File: src/rtl/sa_stream_sequencer_if.sv
// Valid/ready vector stream between the sequencer and its producer/consumer.
// Each beat carries one SA_SIZE-element vector.
interface sa_stream_sequencer_if #(
  parameter int SA_SIZE         = 8,
  parameter int ACTIVATION_SIZE = 8
);
  logic                                      valid;
  logic                                      ready;
  logic [SA_SIZE-1:0][ACTIVATION_SIZE-1:0]   data;

  modport master (output valid, output data, input  ready);
  modport slave  (input  valid, input  data, output ready);
endinterface

File: src/rtl/sa_stream_sequencer.sv
// Feeds a non-stalling systolic array: skews accepted vectors onto the rows,
// de-skews bottom-row outputs into a FWFT FIFO, credit-meters input, runs the job FSM.
module sa_stream_sequencer #(
  parameter int SA_SIZE         = 8,
  parameter int ACTIVATION_SIZE = 8,
  parameter int OUT_FIFO_DEPTH  = 4,
  parameter int COUNT_WIDTH     = 16
) (
  input  logic                                    clk,
  input  logic                                    resetn,
  input  logic                                    start,
  input  logic [COUNT_WIDTH-1:0]                  num_vectors,
  output logic                                    busy,
  output logic                                    done,
  sa_stream_sequencer_if.slave                    in_s,
  sa_stream_sequencer_if.master                   out_m,
  output logic [SA_SIZE-1:0][ACTIVATION_SIZE-1:0] sa_inputs,
  input  logic [SA_SIZE-1:0][ACTIVATION_SIZE-1:0] sa_outputs
);
  localparam int N  = SA_SIZE;
  localparam int W  = ACTIVATION_SIZE;
  localparam int D  = OUT_FIFO_DEPTH;
  localparam int VS = 2 * N - 1;
  localparam int PW = (D > 1) ? $clog2(D) : 1;
  localparam int CW = $clog2(D + 1);

  typedef logic [N-1:0][W-1:0] vec_t;
  typedef enum logic [1:0] {IDLE, RUN, DRAIN} state_t;

  state_t                 state_q, state_d;
  logic [COUNT_WIDTH-1:0] rem_q, rem_d;
  logic [CW-1:0]          credits_q, credits_d;
  logic                   done_q, done_d;
  logic [VS-1:0]          vld_pipe_q, vld_pipe_d;
  vec_t                   mem_q [D];
  vec_t                   mem_d [D];
  logic [PW-1:0]          wr_q, wr_d, rd_q, rd_d;
  logic [CW-1:0]          cnt_q, cnt_d;
  vec_t                   aligned;
  logic                   accept, pop, push;

  assign accept      = in_s.valid && in_s.ready;
  assign pop         = out_m.valid && out_m.ready;
  assign push        = vld_pipe_q[VS-1];
  assign in_s.ready  = (state_q == RUN) && (credits_q != '0);
  assign out_m.valid = (cnt_q != '0);
  assign out_m.data  = out_m.valid ? mem_q[rd_q] : '0;
  assign busy        = (state_q != IDLE);
  assign done        = done_q;

  // Row r sees an accepted element r+1 cycles after the accept edge; zeros otherwise.
  for (genvar r = 0; r < N; r++) begin : g_skew
    logic [W-1:0] pipe_q [r+1];
    logic [W-1:0] pipe_d [r+1];
    always_comb begin
      pipe_d[0] = accept ? in_s.data[r] : '0;
      for (int k = 1; k <= r; k++) pipe_d[k] = pipe_q[k-1];
    end
    always_ff @(posedge clk) begin
      if (!resetn) pipe_q <= '{default: '0};
      else         pipe_q <= pipe_d;
    end
    assign sa_inputs[r] = pipe_q[r];
  end

  // Column c emerges c cycles after column 0, so it waits N-1-c cycles to line up.
  for (genvar c = 0; c < N; c++) begin : g_deskew
    if (c == N - 1) begin : g_pass
      assign aligned[c] = sa_outputs[c];
    end else begin : g_reg
      localparam int L = N - 1 - c;
      logic [W-1:0] pipe_q [L];
      logic [W-1:0] pipe_d [L];
      always_comb begin
        pipe_d[0] = sa_outputs[c];
        for (int k = 1; k < L; k++) pipe_d[k] = pipe_q[k-1];
      end
      always_ff @(posedge clk) begin
        if (!resetn) pipe_q <= '{default: '0};
        else         pipe_q <= pipe_d;
      end
      assign aligned[c] = pipe_q[L-1];
    end
  end

  always_comb begin
    state_d    = state_q;
    rem_d      = rem_q;
    done_d     = 1'b0;
    credits_d  = credits_q;
    vld_pipe_d = {vld_pipe_q[VS-2:0], accept};
    mem_d      = mem_q;
    wr_d       = wr_q;
    rd_d       = rd_q;
    cnt_d      = cnt_q + CW'(push) - CW'(pop);

    if (accept && !pop)      credits_d = credits_q - CW'(1);
    else if (pop && !accept) credits_d = credits_q + CW'(1);

    if (push) begin
      mem_d[wr_q] = aligned;
      wr_d        = (wr_q == PW'(D - 1)) ? '0 : wr_q + PW'(1);
    end
    if (pop) rd_d = (rd_q == PW'(D - 1)) ? '0 : rd_q + PW'(1);

    case (state_q)
      IDLE: if (start) begin
        rem_d = num_vectors;
        if (num_vectors == '0) done_d  = 1'b1;
        else                   state_d = RUN;
      end
      RUN: if (accept) begin
        rem_d = rem_q - COUNT_WIDTH'(1);
        if (rem_q == COUNT_WIDTH'(1)) state_d = DRAIN;
      end
      DRAIN: begin
        // Finish on the edge that pops the final result, so done follows it by one cycle.
        if (vld_pipe_q == '0 && (cnt_q == '0 || (cnt_q == CW'(1) && pop))) begin
          state_d = IDLE;
          done_d  = 1'b1;
        end
      end
      default: state_d = IDLE;
    endcase
  end

  always_ff @(posedge clk) begin
    if (!resetn) begin
      state_q    <= IDLE;
      rem_q      <= '0;
      credits_q  <= CW'(D);
      done_q     <= 1'b0;
      vld_pipe_q <= '0;
      mem_q      <= '{default: '0};
      wr_q       <= '0;
      rd_q       <= '0;
      cnt_q      <= '0;
    end else begin
      state_q    <= state_d;
      rem_q      <= rem_d;
      credits_q  <= credits_d;
      done_q     <= done_d;
      vld_pipe_q <= vld_pipe_d;
      mem_q      <= mem_d;
      wr_q       <= wr_d;
      rd_q       <= rd_d;
      cnt_q      <= cnt_d;
    end
  end

  a_no_overflow: assert property (@(posedge clk) disable iff (!resetn)
    !(push && !pop && cnt_q == CW'(D)));

endmodule
File: src/flat_wrapper.sv
// flat-port wrapper written by rule: the top's interface ports become plain ports
module sa_stream_sequencer_flat 
#(
  parameter int SA_SIZE         = 8,
  parameter int ACTIVATION_SIZE = 8,
  parameter int OUT_FIFO_DEPTH  = 4,
  parameter int COUNT_WIDTH     = 16
)
  (clk, resetn, start, num_vectors, busy, done, sa_inputs, sa_outputs, in_s_valid, in_s_data, in_s_ready, out_m_valid, out_m_data, out_m_ready);
  sa_stream_sequencer_if #(.SA_SIZE(SA_SIZE), .ACTIVATION_SIZE(ACTIVATION_SIZE)) in_s_i ();
  sa_stream_sequencer_if #(.SA_SIZE(SA_SIZE), .ACTIVATION_SIZE(ACTIVATION_SIZE)) out_m_i ();
  input  logic clk;
  input  logic resetn;
  input  logic start;
  input  logic [COUNT_WIDTH-1:0] num_vectors;
  output logic busy;
  output logic done;
  output logic [SA_SIZE-1:0][ACTIVATION_SIZE-1:0] sa_inputs;
  input  logic [SA_SIZE-1:0][ACTIVATION_SIZE-1:0] sa_outputs;
  input wire logic [$bits(in_s_i.valid)-1:0] in_s_valid;
  input wire logic [$bits(in_s_i.data)-1:0] in_s_data;
  output wire logic [$bits(in_s_i.ready)-1:0] in_s_ready;
  output wire logic [$bits(out_m_i.valid)-1:0] out_m_valid;
  output wire logic [$bits(out_m_i.data)-1:0] out_m_data;
  input wire logic [$bits(out_m_i.ready)-1:0] out_m_ready;
  assign in_s_i.valid = in_s_valid;
  assign in_s_i.data = in_s_data;
  assign in_s_ready = in_s_i.ready;
  assign out_m_valid = out_m_i.valid;
  assign out_m_data = out_m_i.data;
  assign out_m_i.ready = out_m_ready;
  sa_stream_sequencer #(.SA_SIZE(SA_SIZE), .ACTIVATION_SIZE(ACTIVATION_SIZE), .OUT_FIFO_DEPTH(OUT_FIFO_DEPTH), .COUNT_WIDTH(COUNT_WIDTH)) u_core (.clk(clk), .resetn(resetn), .start(start), .num_vectors(num_vectors), .busy(busy), .done(done), .in_s(in_s_i), .out_m(out_m_i), .sa_inputs(sa_inputs), .sa_outputs(sa_outputs));
endmodule
File: config.mk
export PLATFORM = sky130hd
export DESIGN_NAME = sa_stream_sequencer_flat
export DESIGN_NICKNAME = d
export VERILOG_FILES = /design/src/rtl/sa_stream_sequencer_if.sv /design/src/rtl/sa_stream_sequencer.sv /design/src/flat_wrapper.sv
export SDC_FILE = /design/constraint.sdc
export NUM_CORES = 1
export LEC_CHECK = 0
export CORE_ASPECT_RATIO = 0.9
export CORE_MARGIN = 5
export CORE_UTILIZATION = 25
export DETAILED_ROUTE_END_ITERATION = 10
export GPL_TIMING_DRIVEN = 0
export SETUP_SLACK_MARGIN = 0.15
export SYNTH_ARGS = -nofsm -noshare
export SYNTH_HDL_FRONTEND = slang
export SYNTH_SLANG_ARGS = --single-unit
File: constraint.sdc
create_clock -name clk -period 2.78 [get_ports clk]
set_input_delay 0.556 -clock clk [delete_from_list [all_inputs] [get_ports clk]]
set_output_delay 0.556 -clock clk [all_outputs]
set_load 0.01 [all_outputs]
==> qor.yml <==
synth_top_family_by_area: "simple AND/OR/NAND/NOR gates"
synthArstFlopShare_pct: 0
crit_top_cell: "buf_12"
place_area_um2: 31100
start_util_pct: 25.2
power_leakage_nw: 13.1
routed_wl_mm: 71.9
cts_tree: "done"
synth_fa_ha_area_share_pct: 0.622
required_ps: 2220
drt_iter0_drc: 1147
power.total_mw: 26.5
yosysSeqAreaShare_pct: 61.2
path_cells: "buf_12, buf_16, buf_8, buf_12, mux4_2, and2_4, buf_6"
yosysWarnings: 0
post-route-drc-count: 0
violations: "negative setup slack"
critPathMaxStageDelay_ps: 520
nNetsFinal: 3186
ant_nets: 0
finalHoldViolCount: 0
post-route-util_pct: 33.2
dp.cells: 4271
mostFrequentLayoutCell: "dfxtp_1"
setup_viol: 30
critPathBufInv: 5
track_usage_pct: 12.4
syn2layout_area_growth_pct: 32.1
worst_ep_arrival_time_ps: 2330
synth_nets: 2773
io_pins: 281
synthDistinctLibCells: 56
design_area_um2: 35100
period_share_pct: 104
numCtsBuffers: 87
final_cells: 4473
io_buffer_count: 279
clk_path_buf_depth: 3
routedWlPerCell_um: 16.1
die_h_um: 319
gp_congestion: 0.802
fill_cells: 10710
vias: 18865
slew_viol_final: 0
cp.depth: 7
finClkSkew_ps: 17.1
period_minus_slack_ps: 2880
drv_cap: 0
critPathMaxFanout: 5
critical_path_class: "flop to output pin"
cts_root_buf: "clkbuf_16"
r2r_cells: 10
whs_path_depth: 1
synth-seq-cells: 812
core_um2: 105000
power.density_nw_per_um2: 757
cts.sinks: 812
clk_pin_slew_worst_paths_ps: 60
drive_gt1_share_pct: 13.7
status: "finished with violations"
critical_path.top_delay_family: "buffers and inverters"
grt_pass1_wl_mm: 109
postCtsHoldBufs: 0
die_area_um2: 113000
clock_latency_ps: 640
cp-end-kind: "output pin"
tightest_slew_ps: 1060
synth-simple-area-share_pct: 23.3
overflow: 0
syn-instance-count: 2612
dpl.hpwl_mm: 49.6
rsz0062_at_grt: "yes"
relSlewSlack_pct: 29.3
fmax_mhz: 347
slowest_stage: "mux4_2"
viasPerCell: 4.22
num_rows: 113
final.setup.worst_slack_ps: -102
crit_path_start_kind: "flop"
synth_area_um2: 26500
fp.dieW_um: 353
min_path_type: "flop to flop"
syn_avg_cell_area_um2: 10.2
synth_compound_area_share_pct: 6.36
synth-edff-count: 0
cts_htree_levels: 3
ir_worst_vdd_uv: 429
synthMuxAreaShare_pct: 5.51
ff2ff_setup_slack_ps: 290
synthXorXnorAreaFrac_pct: 0.132
dr.pass1.iters: 5
antenna_found_initial: 13
final_cell_mix: "dfxtp_1 (808), nand2_1 (533), and2_1 (473)"
synth_ff_type: "dfxtp_1"
grt_max_degree: 15
grt_pass1_vias: 18379
==> metrics by stage <==
stage | setup slack [ps] | TNS, ps | hold slack [ps]
2_1_floorplan | 444 | 0 | 412
3_3_place_gp | -700 | -62290 | 413
3_5_place_dp | -720 | -73250 | 417
4_1_cts | -182 | -3730 | 419
5_1_grt | -187 | -4450 | 438
6_report | -102 | -1090 | 418
==> cell families after synthesis <==
| kind of cell | count (synthesis) |
|---|---|
| fa+ha+maj | 12 |
| buf+inv | 196 |
| mux | 66 |
| xor+xnor | 4 |
| compound gates | 316 |
| simple gates | 1206 |
| flops | 812 |
==> worst reg2reg max path, cell delays in order (launching register included) <==
cell and delay (ps):
dfxtp_2 400, and2b_2 240, nand3_2 210, clkinvlp_4 160, clkbuf_4 230, ha_1 210
inv_1 60, fa_1 370, xor2_1 160, or3_1 310, nand3_1 90
==> report_power, final <==
group	internal [mW]	switching [mW]	leakage [nW]
sequential	11.9	0.123	6.58
clock	6.83	4.74	1.42
combinational	1.56	1.42	5.15
==> area by class of cell <==
type	count	area, um^2	area share [%]
diodes	2	5.00	0.0143
plain buffers	178	942	2.69
clock buffers	124	2530	7.20
clock inverters	31	368	1.05
inverters	18	71.3	0.203
multi-input cells	1604	9700	27.7
flip-flops and latches	812	16300	46.4
well taps	1380	1730	4.92
repair buffers	324	3450	9.85
==> sequential cells by signal, indices dropped and copies added (netlist names), 8 cells and up <==
register,flops
u_core.g_deskew.g_reg.pipe_q,8
u_core.sa_inputs,56
u_core.mem_q,256
u_core.g_skew.pipe_q,8
u_core.vld_pipe_q,15
u_core.g_skew.pipe_d,224
u_core.g_deskew.g_reg.pipe_d,168
u_core.aligned,48
u_core.rem_q,16
==> layer usage <==
metal,global-route usage (%),part of all wire (%)
met5,0,0.11
met4,4.06,2.7
met3,3.32,6.8
met2,20.0,46
met1,16.3,45
==> repair_timing <==
| item | in CTS | in global routing |
|---|---|---|
| setup buffers | 34 | 6 |
| endpoints found under the setup margin | 68 | 66 |
| gates cloned | 5 | 0 |
| gates resized for setup | 507 | 15 |
| pin swaps | 30 | 9 |
==> synth_stat cells, types with 4 or more instances <==
library cell	number	area, um^2
inv_1	17	63.8
or3_1	7	43.8
buf_1	15	56.3
clkbuf_1	150	563
and2_1	535	3350
nor4_1	10	62.6
and3_1	67	419
o21ai_0	14	70.1
nand2_1	533	2000
nor3_1	11	55.1
a21oi_1	273	1370
mux4_2	64	1440
buf_2	11	55.1
nor2_1	16	60.1
nand3_1	6	30.0
a31oi_1	4	25.0
ha_1	10	125
nand4_1	4	25.0
dfxtp_1	812	16300
==> final timing paths <==
path / startpoint / endpoint
worst max-delay path: u_core.rd_q[0] / out_m_data[59]
worst min-delay path: u_core.g_deskew[0].g_reg.pipe_d[5] / u_core.aligned[5]
worst max register to register: u_core.state_q[0] / u_core.credits_q[2]
worst min register to register: u_core.g_deskew[0].g_reg.pipe_d[5] / u_core.aligned[5]
Note: power is estimated with default switching activity, not from simulation.
